--- config.mk ---
export PLATFORM = sky130hd
export DESIGN_NAME = pay_ctrl_n
export DESIGN_NICKNAME = d
export VERILOG_FILES = /design/src/rtl/pay_pkg.sv /design/src/rtl/pay_timeout_cnt.sv /design/src/rtl/pay_ctrl_n.sv
export SDC_FILE = /design/constraint.sdc
export NUM_CORES = 1
export LEC_CHECK = 0
export ABC_CLOCK_PERIOD_IN_PS = 5600
export BUFFER_PORTS_ARGS = -buffer_cell sky130_fd_sc_hd__buf_2
export CORE_MARGIN = 4
export CORE_UTILIZATION = 45
export CTS_BUF_LIST = sky130_fd_sc_hd__clkbuf_8 sky130_fd_sc_hd__clkbuf_16
export CTS_CLUSTER_DIAMETER = 60
export DETAILED_ROUTE_END_ITERATION = 12
export PLACE_DENSITY = 0.7
export SYNTH_ARGS = -nofsm -noshare
export SYNTH_HDL_FRONTEND = slang
export SYNTH_SLANG_ARGS = --single-unit
--- constraint.sdc ---
create_clock -name clk -period 5.6 [get_ports clk]
set_input_delay 0.28 -clock clk [delete_from_list [all_inputs] [get_ports clk]]
set_output_delay 0.28 -clock clk [all_outputs]
set_load 0.005 [all_outputs]
--- src/rtl/pay_pkg.sv ---
// Shared types and helpers for the pay_ctrl_n payment-menu controller.
package pay_pkg;

    typedef enum logic [2:0] {
        StMenu,
        StCash,
        StAuth,
        StChange,
        StReceipt,
        StFinish,
        StDisabled
    } pay_state_t;

    localparam int unsigned CASH_IDX = 0;

    // Adds two amounts and clamps to the all-ones value of a width-bit bus.
    function automatic logic [31:0] sat_add(input logic [31:0] a, input logic [31:0] b,
                                            input int unsigned width);
        logic [32:0] sum;
        logic [32:0] max;
        sum = {1'b0, a} + {1'b0, b};
        max = (33'd1 << width) - 33'd1;
        return 32'((sum > max) ? max : sum);
    endfunction

endpackage

--- src/rtl/pay_timeout_cnt.sv ---
// Idle-cycle counter with synchronous clear, count enable and a terminal flag.
module pay_timeout_cnt #(
    parameter int unsigned TIMEOUT_CYC = 1023
) (
    input  logic clk,
    input  logic reset,
    input  logic clr,
    input  logic en,
    output logic expired
);

    localparam int unsigned CW = $clog2(TIMEOUT_CYC + 1);

    logic [CW-1:0] cnt_q, cnt_d;

    assign expired = (cnt_q == CW'(TIMEOUT_CYC));

    always_comb begin
        cnt_d = cnt_q;
        if (clr) begin
            cnt_d = '0;
        end else if (en && !expired) begin
            cnt_d = cnt_q + 1'b1;
        end
    end

    always_ff @(posedge clk or posedge reset) begin
        if (reset) begin
            cnt_q <= '0;
        end else begin
            cnt_q <= cnt_d;
        end
    end

endmodule

--- src/rtl/pay_ctrl_n.sv ---
// Payment-menu controller: cash/electronic selection, change, refund, receipt, finish.
// Define PAY_MENU_WRAP_EN to make menu navigation wrap instead of saturate.
module pay_ctrl_n
    import pay_pkg::*;
#(
    parameter int unsigned N_METHODS   = 2,
    parameter int unsigned AMT_W       = 8,
    parameter int unsigned TIMEOUT_CYC = 1023,
    parameter int unsigned RECEIPT_CYC = 4
) (
    input  logic                         clk,
    input  logic                         reset,
    input  logic                         en,
    input  logic                         btn_next,
    input  logic                         btn_prev,
    input  logic                         btn_sel,
    input  logic                         btn_cancel,
    input  logic [AMT_W-1:0]             price,
    input  logic                         coin_valid,
    input  logic [AMT_W-1:0]             coin_val,
    input  logic                         auth_ok,
    input  logic                         auth_fail,
    output logic [$clog2(N_METHODS)-1:0] method_idx,
    output logic                         auth_req,
    output logic                         change_valid,
    output logic [AMT_W-1:0]             change_amt,
    output logic                         receipt,
    output logic                         done,
    output logic                         err
);

    localparam int unsigned IW = $clog2(N_METHODS);
    localparam int unsigned RW = $clog2(RECEIPT_CYC + 1);
    localparam logic [IW-1:0] IDX_MAX = IW'(N_METHODS - 1);
    localparam logic [RW-1:0] RCPT_LAST = RW'(RECEIPT_CYC - 1);

    pay_state_t state_q, state_d;
    logic [IW-1:0] idx_q, idx_d;
    logic [AMT_W-1:0] credit_q, credit_d, price_q, price_d, credit_plus;
    logic [RW-1:0] rcpt_q, rcpt_d;
    logic change_valid_d, err_d;
    logic [AMT_W-1:0] change_amt_d;
    logic activity, in_wait, to_expired, timeout;

    assign activity = coin_valid | btn_next | btn_prev | btn_sel | btn_cancel;
    assign in_wait  = (state_q == StCash) || (state_q == StAuth);
    // A coin or button arriving on the terminal cycle restarts the idle window.
    assign timeout  = to_expired && !activity;
    assign credit_plus = AMT_W'(sat_add(32'(credit_q), coin_valid ? 32'(coin_val) : 32'd0,
                                        AMT_W));

    pay_timeout_cnt #(
        .TIMEOUT_CYC(TIMEOUT_CYC)
    ) u_timeout (
        .clk    (clk),
        .reset  (reset),
        .clr    (!in_wait || activity),
        .en     (in_wait),
        .expired(to_expired)
    );

    always_comb begin
        state_d        = state_q;
        idx_d          = idx_q;
        credit_d       = credit_q;
        price_d        = price_q;
        rcpt_d         = '0;
        change_valid_d = 1'b0;
        change_amt_d   = '0;
        err_d          = 1'b0;
        if (!en) begin
            if (state_q != StDisabled) begin
                state_d        = StDisabled;
                change_valid_d = (credit_q != '0);
                change_amt_d   = credit_q;
                credit_d       = '0;
            end
        end else begin
            unique case (state_q)
                StMenu: begin
`ifdef PAY_MENU_WRAP_EN
                    if (btn_next) begin
                        idx_d = (idx_q == IDX_MAX) ? '0 : idx_q + 1'b1;
                    end else if (btn_prev) begin
                        idx_d = (idx_q == '0) ? IDX_MAX : idx_q - 1'b1;
                    end else
`else
                    if (btn_next) begin
                        idx_d = (idx_q == IDX_MAX) ? idx_q : idx_q + 1'b1;
                    end else if (btn_prev) begin
                        idx_d = (idx_q == '0) ? idx_q : idx_q - 1'b1;
                    end else
`endif
                    if (btn_sel) begin
                        price_d  = price;
                        credit_d = '0;
                        state_d  = (idx_q == IW'(CASH_IDX)) ? StCash : StAuth;
                    end
                end
                StCash: begin
                    if (btn_cancel) begin
                        change_valid_d = (credit_plus != '0);
                        change_amt_d   = credit_plus;
                        credit_d       = '0;
                        state_d        = StMenu;
                    end else if (credit_q >= price_q) begin
                        credit_d = credit_plus;
                        state_d  = StChange;
                    end else if (timeout) begin
                        err_d          = 1'b1;
                        change_valid_d = (credit_q != '0);
                        change_amt_d   = credit_q;
                        credit_d       = '0;
                        state_d        = StMenu;
                    end else begin
                        credit_d = credit_plus;
                    end
                end
                StAuth: begin
                    if (auth_fail || btn_cancel) begin
                        err_d   = auth_fail;
                        state_d = StMenu;
                    end else if (auth_ok) begin
                        state_d = StReceipt;
                    end else if (timeout) begin
                        err_d   = 1'b1;
                        state_d = StMenu;
                    end
                end
                StChange: begin
                    change_valid_d = 1'b1;
                    change_amt_d   = credit_q - price_q;
                    credit_d       = '0;
                    state_d        = StReceipt;
                end
                StReceipt: begin
                    if (rcpt_q == RCPT_LAST) begin
                        state_d = StFinish;
                    end else begin
                        rcpt_d = rcpt_q + 1'b1;
                    end
                end
                StFinish: begin
                    if (btn_sel || btn_cancel) begin
                        state_d = StMenu;
                    end
                end
                StDisabled: begin
                    idx_d   = '0;
                    state_d = StMenu;
                end
                default: state_d = StMenu;
            endcase
        end
    end

    always_ff @(posedge clk or posedge reset) begin
        if (reset) begin
            state_q      <= StMenu;
            idx_q        <= '0;
            credit_q     <= '0;
            price_q      <= '0;
            rcpt_q       <= '0;
            auth_req     <= 1'b0;
            change_valid <= 1'b0;
            change_amt   <= '0;
            receipt      <= 1'b0;
            done         <= 1'b0;
            err          <= 1'b0;
        end else begin
            state_q      <= state_d;
            idx_q        <= idx_d;
            credit_q     <= credit_d;
            price_q      <= price_d;
            rcpt_q       <= rcpt_d;
            auth_req     <= (state_d == StAuth);
            change_valid <= change_valid_d;
            change_amt   <= change_amt_d;
            receipt      <= (state_d == StReceipt);
            done         <= (state_d == StFinish);
            err          <= err_d;
        end
    end

    assign method_idx = idx_q;

endmodule

==> reports/results.txt, run 1 <==
PwrDens -> 223 nW/um^2
Clock Pin Slew Worst Setup and Hold Paths -> 0.09 ns
area of the multi-input gates -> 1720 sq um
CTS root buf -> clkbuf_8
Synth Warn # -> 0
Tcrit/Tclk final -> 46.8%
Max Freq -> 381 MHz
syn_nets -> 368
gr usage total -> 18.4%
post-CTS sizing -> 0
R2R Setup Slk -> 2.98 ns
wire per inst -> 15.1 microns
CP Data Arrival Time -> 2.82 ns
Synth-to-Final Area Change -> 12.3%
area share of and/or/nand/nor cells after synthesis -> 23.7%
GP Congestion -> 0.926
core area -> 6390 sq um
drt first-iter violations -> 222
hpwl dp -> 5.11 mm
worst-case reg-to-reg path depth -> 9
Max-Cap Viols -> 0
reg2reg start -> credit_q[0]
number of nets with antenna violations after routing -> 0
CP max FO -> 8
Worst Hold Margin -> 0.185 ns
largest net degree at the start of global routing -> 47
CP Class -> flip-flop to flip-flop
Final Hold Vio Count -> 0
input/output buffers -> 39
Yosys cell types -> 54
LEAKAGE -> 1.64 nW
Tightest Pin Transition -> 0.941 ns
vias per inst -> 5.58
#FFs+latches synth -> 46
Die Y -> 89.3 microns
row count -> 29
Post-Synth Adder-Cell Area -> 8.91%
Startpoint Class -> flip-flop
asr flop ratio synth -> 100%
Top FF cell, synth -> dfrtp_1
Hold Path Class -> primary input to async pin
initial antenna violation count -> 0
largest family of logic cells by synthesized area -> simple AND/OR/NAND/NOR gates
commonest non-fill, non-tap cells in the layout -> dfrtp_1, nor2_1, buf_2
register area -> 1150 sq um
Critical Path RT -> 5.79 ns
setup bufs post-CTS -> 0
# H-tree levels -> 2
via count -> 2450
final setup skew -> 0.00770 ns
first-pass GRT wire length -> 11.4 mm
RR Endpoint -> change_amt[4]
1st-pass router iterations -> 4
vias in the first global route -> 2433
grt ovf -> 0
endpoint class of the critical path -> flip-flop
post-synthesis sequential area ratio -> 38.7%
Synth Instances -> 322
CTS tree -> built
Worst VDD drop -> 0.206 mV
final setup vio count -> 0
I/O pin total -> 40
Max Slew Vio Count -> 0
Worst slew margin -> 37.2%
DRC -> 0
layout cell share with drive strength beyond 1 -> 18.5%
most common cell after layout, fill and taps aside -> dfrtp_1
RSZ-0062 raised after global routing -> false
die span in x -> 89.3 microns
status -> complete, no violations
xor and xnor area share after synthesis -> 4.41%
Clock Latency Late Sink -> 0.31 ns
Max Buffers Root-to-Sink -> 2
Hold-fix buffers, CTS -> 0
Compound-Gate Fraction of Synth Area -> 16.5%
Post-synth EDFFs -> 0
# diodes -> 0
syn avg cell area -> 9.24 sq um
Setup TNS -> 0 ns
mux contribution to synthesized area -> 4.37%
Final Routed Wirelength -> 6.63 mm
Num CTS Buffers -> 5
post-layout minimum cycle time -> 2.62 ns
starting density of the core -> 46.6%
die area -> 7980 sq um
Clock Sinks -> 46
# fillers -> 601
synthesized area -> 2980 sq um
# nets final -> 407
[where the power goes]
group | switching [mW] | total, mW | internal (mW)
clock network | 0.116 | 0.229 | 0.113
logic | 0.0824 | 0.156 | 0.0733
registers | 0.0145 | 0.361 | 0.347
[sequential cells by signal, indices dropped and copies added (netlist names)]
| signal | cells |
|---|---|
| change_valid | 1 |
| state_q | 3 |
| rcpt_q | 3 |
| done | 1 |
| method_idx | 1 |
| price_q | 8 |
| err | 1 |
| credit_q | 8 |
| change_amt | 8 |
| auth_req | 1 |
| u_timeout.cnt_q | 10 |
| receipt | 1 |
[worst max-delay path by stage]
stage | from | endpoint | slack (ns)
final | credit_q[0] | change_amt[4] | 2.98
after global routing | credit_q[0] | change_amt[4] | 2.79
after CTS | credit_q[0] | change_amt[4] | 2.99
after detailed placement | coin_valid | change_amt[6] | 2.94
after global placement | coin_valid | change_amt[6] | 3.00
after floorplan | credit_q[0] | change_amt[2] | 3.18
[area by class of cell]
cell class	instances	area share (%)
Tap cell	77	2.88
Timing Repair Buffer	39	5.84
Sequential cell	46	34.4
Multi-Input combinational cell	250	51.6
Clock buffer	7	2.88
Clock inverter	1	0.262
Inverter	19	2.13
[routing by layer]
layer | track usage, % | up-vias | wire length [microns]
met3 | 4.79 | 10 | 350
met2 | 28.3 | 71 | 3010
met1 | 25.6 | 1142 | 3170
met5 | 0 | - | 0
li1 | - | 1227 | -
met4 | 5.55 | 0 | 105
[Yosys cell counts, drive strengths merged, types with 7 or more instances]
master / instances / area, sq um
and3: 7 / 43.8
nand2: 30 / 115
a21oi: 11 / 55.1
inv: 19 / 71.3
mux2: 8 / 90.1
and2: 10 / 62.6
nor2: 40 / 150
dfrtp: 46 / 1150
nor3: 7 / 46.3
nand3: 14 / 75.1
ha: 18 / 225
xor2: 8 / 70.1
xnor2: 7 / 61.3
o21ai: 18 / 90.1
[metrics by stage]
step | area [sq um] | worst slack, ns | instances | util [%] | total power [mW]
finish | 3340 | 2.98 | 439 | 52.4 | 0.746
floorplan | 2980 | 3.18 | 322 | - | 0.483
global route | 3340 | 2.79 | 439 | 52.4 | 0.790
global placement | 3240 | 3.00 | 431 | 50.7 | 0.522
detailed placement | 3240 | 2.94 | 431 | 50.7 | 0.522
CTS | 3340 | 2.99 | 439 | 52.4 | 0.750
[cell families (layout without fill, tap and decap cells)]
family	Yosys count	in the layout
simple gates	137	137
compound gates	66	66
flops	46	46
buf+inv	26	66
fa+ha+maj	20	20
xor+xnor	15	15
mux	12	12
[worst max-delay path, stage by stage, from the launching register on]
cell	delay, ns
dfrtp_1	0.43
inv_1	0.06
ha_1	0.22
fa_1	0.38
and2b_1	0.24
o2111ai_1	0.15
a41oi_2	0.28
nor3_4	0.10
a31o_4	0.29
a221o_1	0.35
Note: power is estimated with default switching activity, not from simulation.
==> run 2, diff against run 1 <==
Settings changed: ABC_CLOCK_PERIOD_IN_PS 5600 to 2300, PLACE_DENSITY 0.7 to 0.72.
Clock period 5.6 ns to 2.3 ns, I/O delays scaled along.
==> run 2 against run 1 <==
Effect of this change: the flow now finishes with violations (negative setup slack); utilization grew 4.8 points; clock skew increased by 0.0015 ns; sequential power grew 140%; combinational power rose to 2.9 times the previous value; hold slack lost 0.14 ns; fmax is 8.1% higher; via count up 7.0%; global-route usage rose by 0.31 points; non-clock buffer count rose by 29.
==> reports/results.txt, run 2 (synthesis gave the netlist of run 1 again) <==
status -> complete, but fails checks
failing checks -> negative setup slack
drt first-iter violations -> 244
CTS tree -> built
Final Hold Vio Count -> 0
input/output buffers -> 39
CP max FO -> 3
Num CTS Buffers -> 5
worst setup path startpoint -> credit_q[0]
# H-tree levels -> 2
1st-pass router iterations -> 7
Worst Min Path Start -> price[3]
GP Congestion -> 0.927
Worst slew margin -> 68.8%
largest net degree at the start of global routing -> 26
Hold Path Class -> primary input to flip-flop
Max Buffers Root-to-Sink -> 2
die span in x -> 89.3 microns
hpwl dp -> 5.61 mm
initial antenna violation count -> 0
Max Slew Vio Count -> 0
Critical Path RT -> 2.49 ns
fin util -> 57.2%
vias in the first global route -> 2494
placed insts -> 455
die area -> 7980 sq um
Comb pwr share -> 23.6%
Startpoint Class -> flip-flop
final setup vio count -> 7
# fillers -> 563
via count -> 2622
PwrDens -> 524 nW/um^2
final setup skew -> 0.00921 ns
gr usage total -> 18.7%
sw power -> 0.528 mW
Clock Sinks -> 46
number of nets with antenna violations after routing -> 0
row count -> 29
vias per inst -> 5.60
internal power -> 1.39 mW
post-layout minimum cycle time -> 2.43 ns
Clock Latency Late Sink -> 0.30 ns
max reg flops -> 10
RSZ-0062 raised after global routing -> true
Clock Power Share -> 30.6%
Final Routed Wirelength -> 7.01 mm
Sw Ratio -> 27.6%
I/O pin total -> 40
most common cell after layout, fill and taps aside -> dfrtp_1
CP Class -> flip-flop to flip-flop
Tcrit/Tclk final -> 106%
wire per inst -> 15.0 microns
LEAKAGE -> 1.81 nW
final setup margin -> -0.127 ns
CTS root buf -> clkbuf_8
# nets final -> 436
core area -> 6390 sq um
fin cells -> 468
Max Freq -> 412 MHz
reg2reg start -> credit_q[0]
DRC -> 0
Synth-to-Final Area Change -> 22.7%
Biggest register -> u_timeout.cnt_q
commonest non-fill, non-tap cells in the layout -> dfrtp_1, nor2_1, buf_2
DP Worst Slack -> -0.0965 ns
first-pass GRT wire length -> 11.7 mm
starting density of the core -> 46.6%
Worst VDD drop -> 0.446 mV
Max-Cap Viols -> 0
CP Data Arrival Time -> 2.61 ns
sequential share of power -> 45.9%
layout cell share with drive strength beyond 1 -> 28.6%
# diodes -> 0
endpoint class of the critical path -> flip-flop
Tightest Pin Transition -> 0.467 ns
grt ovf -> 0
Die Y -> 89.3 microns
Clock Pin Slew Worst Setup and Hold Paths -> 0.09 ns
## run 2: critical path: stages, from the launching register on
cell	delay [ns]
dfrtp_1	0.43
buf_4	0.15
ha_2	0.19
fa_2	0.36
a21o_1	0.20
nand3_2	0.10
a41oi_4	0.11
or3_4	0.40
a22o_1	0.23
a21o_1	0.15
## run 2: path summary, 6_finish.rpt
check | to | slack (ns) | depth (start not counted)
min in group asynchronous | credit_q[3] | 0.37 | 3
worst max register to register | change_amt[6] | -0.13 | 9
worst min register to register | rcpt_q[0] | 0.44 | 1
worst max-delay path | change_amt[6] | -0.13 | 9
max in group asynchronous | state_q[0] | 1.25 | 4
worst min-delay path | price_q[3] | 0.04 | 2
## run 2: metrics by stage
step	power [mW]	hold slack (ns)	instance area, sq um	setup TNS [ns]
after floorplan	1.18	0.266	3000	0
after global placement	1.31	0.157	3440	-0.230
after detailed placement	1.32	0.161	3440	-0.962
after CTS	1.92	0.0412	3590	-0.562
after global routing	2.03	0.0365	3650	-2.72
final	1.91	0.0422	3650	-0.632
## run 2: what timing repair did
| item | 4_1_cts | 5_1_grt |
|---|---|---|
| pin swaps | 9 | 12 |
| buffers inserted | 1 | 3 |
| setup endpoints to repair | 15 | 22 |
| endpoints found under the hold margin | 21 | 0 |
| resized for setup | 10 | 13 |
| hold buffers | 1 | 0 |
## run 2: cell type report
type,instances,area (sq um),share of cell area [%]
multi-input cells,250,1810,49.5
well taps,77,96.3,2.64
clock inverters,3,40.0,1.10
clock buffers,5,68.8,1.88
repair buffers,68,415,11.4
flip-flops and latches,46,1150,31.6
inverters,19,71.3,1.95
## run 2: power by group through the flow
| stage | logic, mW | clock network (mW) | registers [mW] |
|---|---|---|---|
| 2_1_floorplan | 0.303 | 0 | 0.879 |
| 3_3_place_gp | 0.421 | 0 | 0.890 |
| 3_5_place_dp | 0.430 | 0 | 0.892 |
| 4_1_cts | 0.441 | 0.600 | 0.876 |
| 5_1_grt | 0.509 | 0.639 | 0.886 |
| 6_report | 0.452 | 0.585 | 0.878 |
## run 2: routing by layer
layer	wire (microns)	track usage (%)	share of wire [%]
met4	80	3.52	1.1
met5	0	0	0
met3	410	3.13	5.8
met1	3130	26.6	45
met2	3390	30.3	48
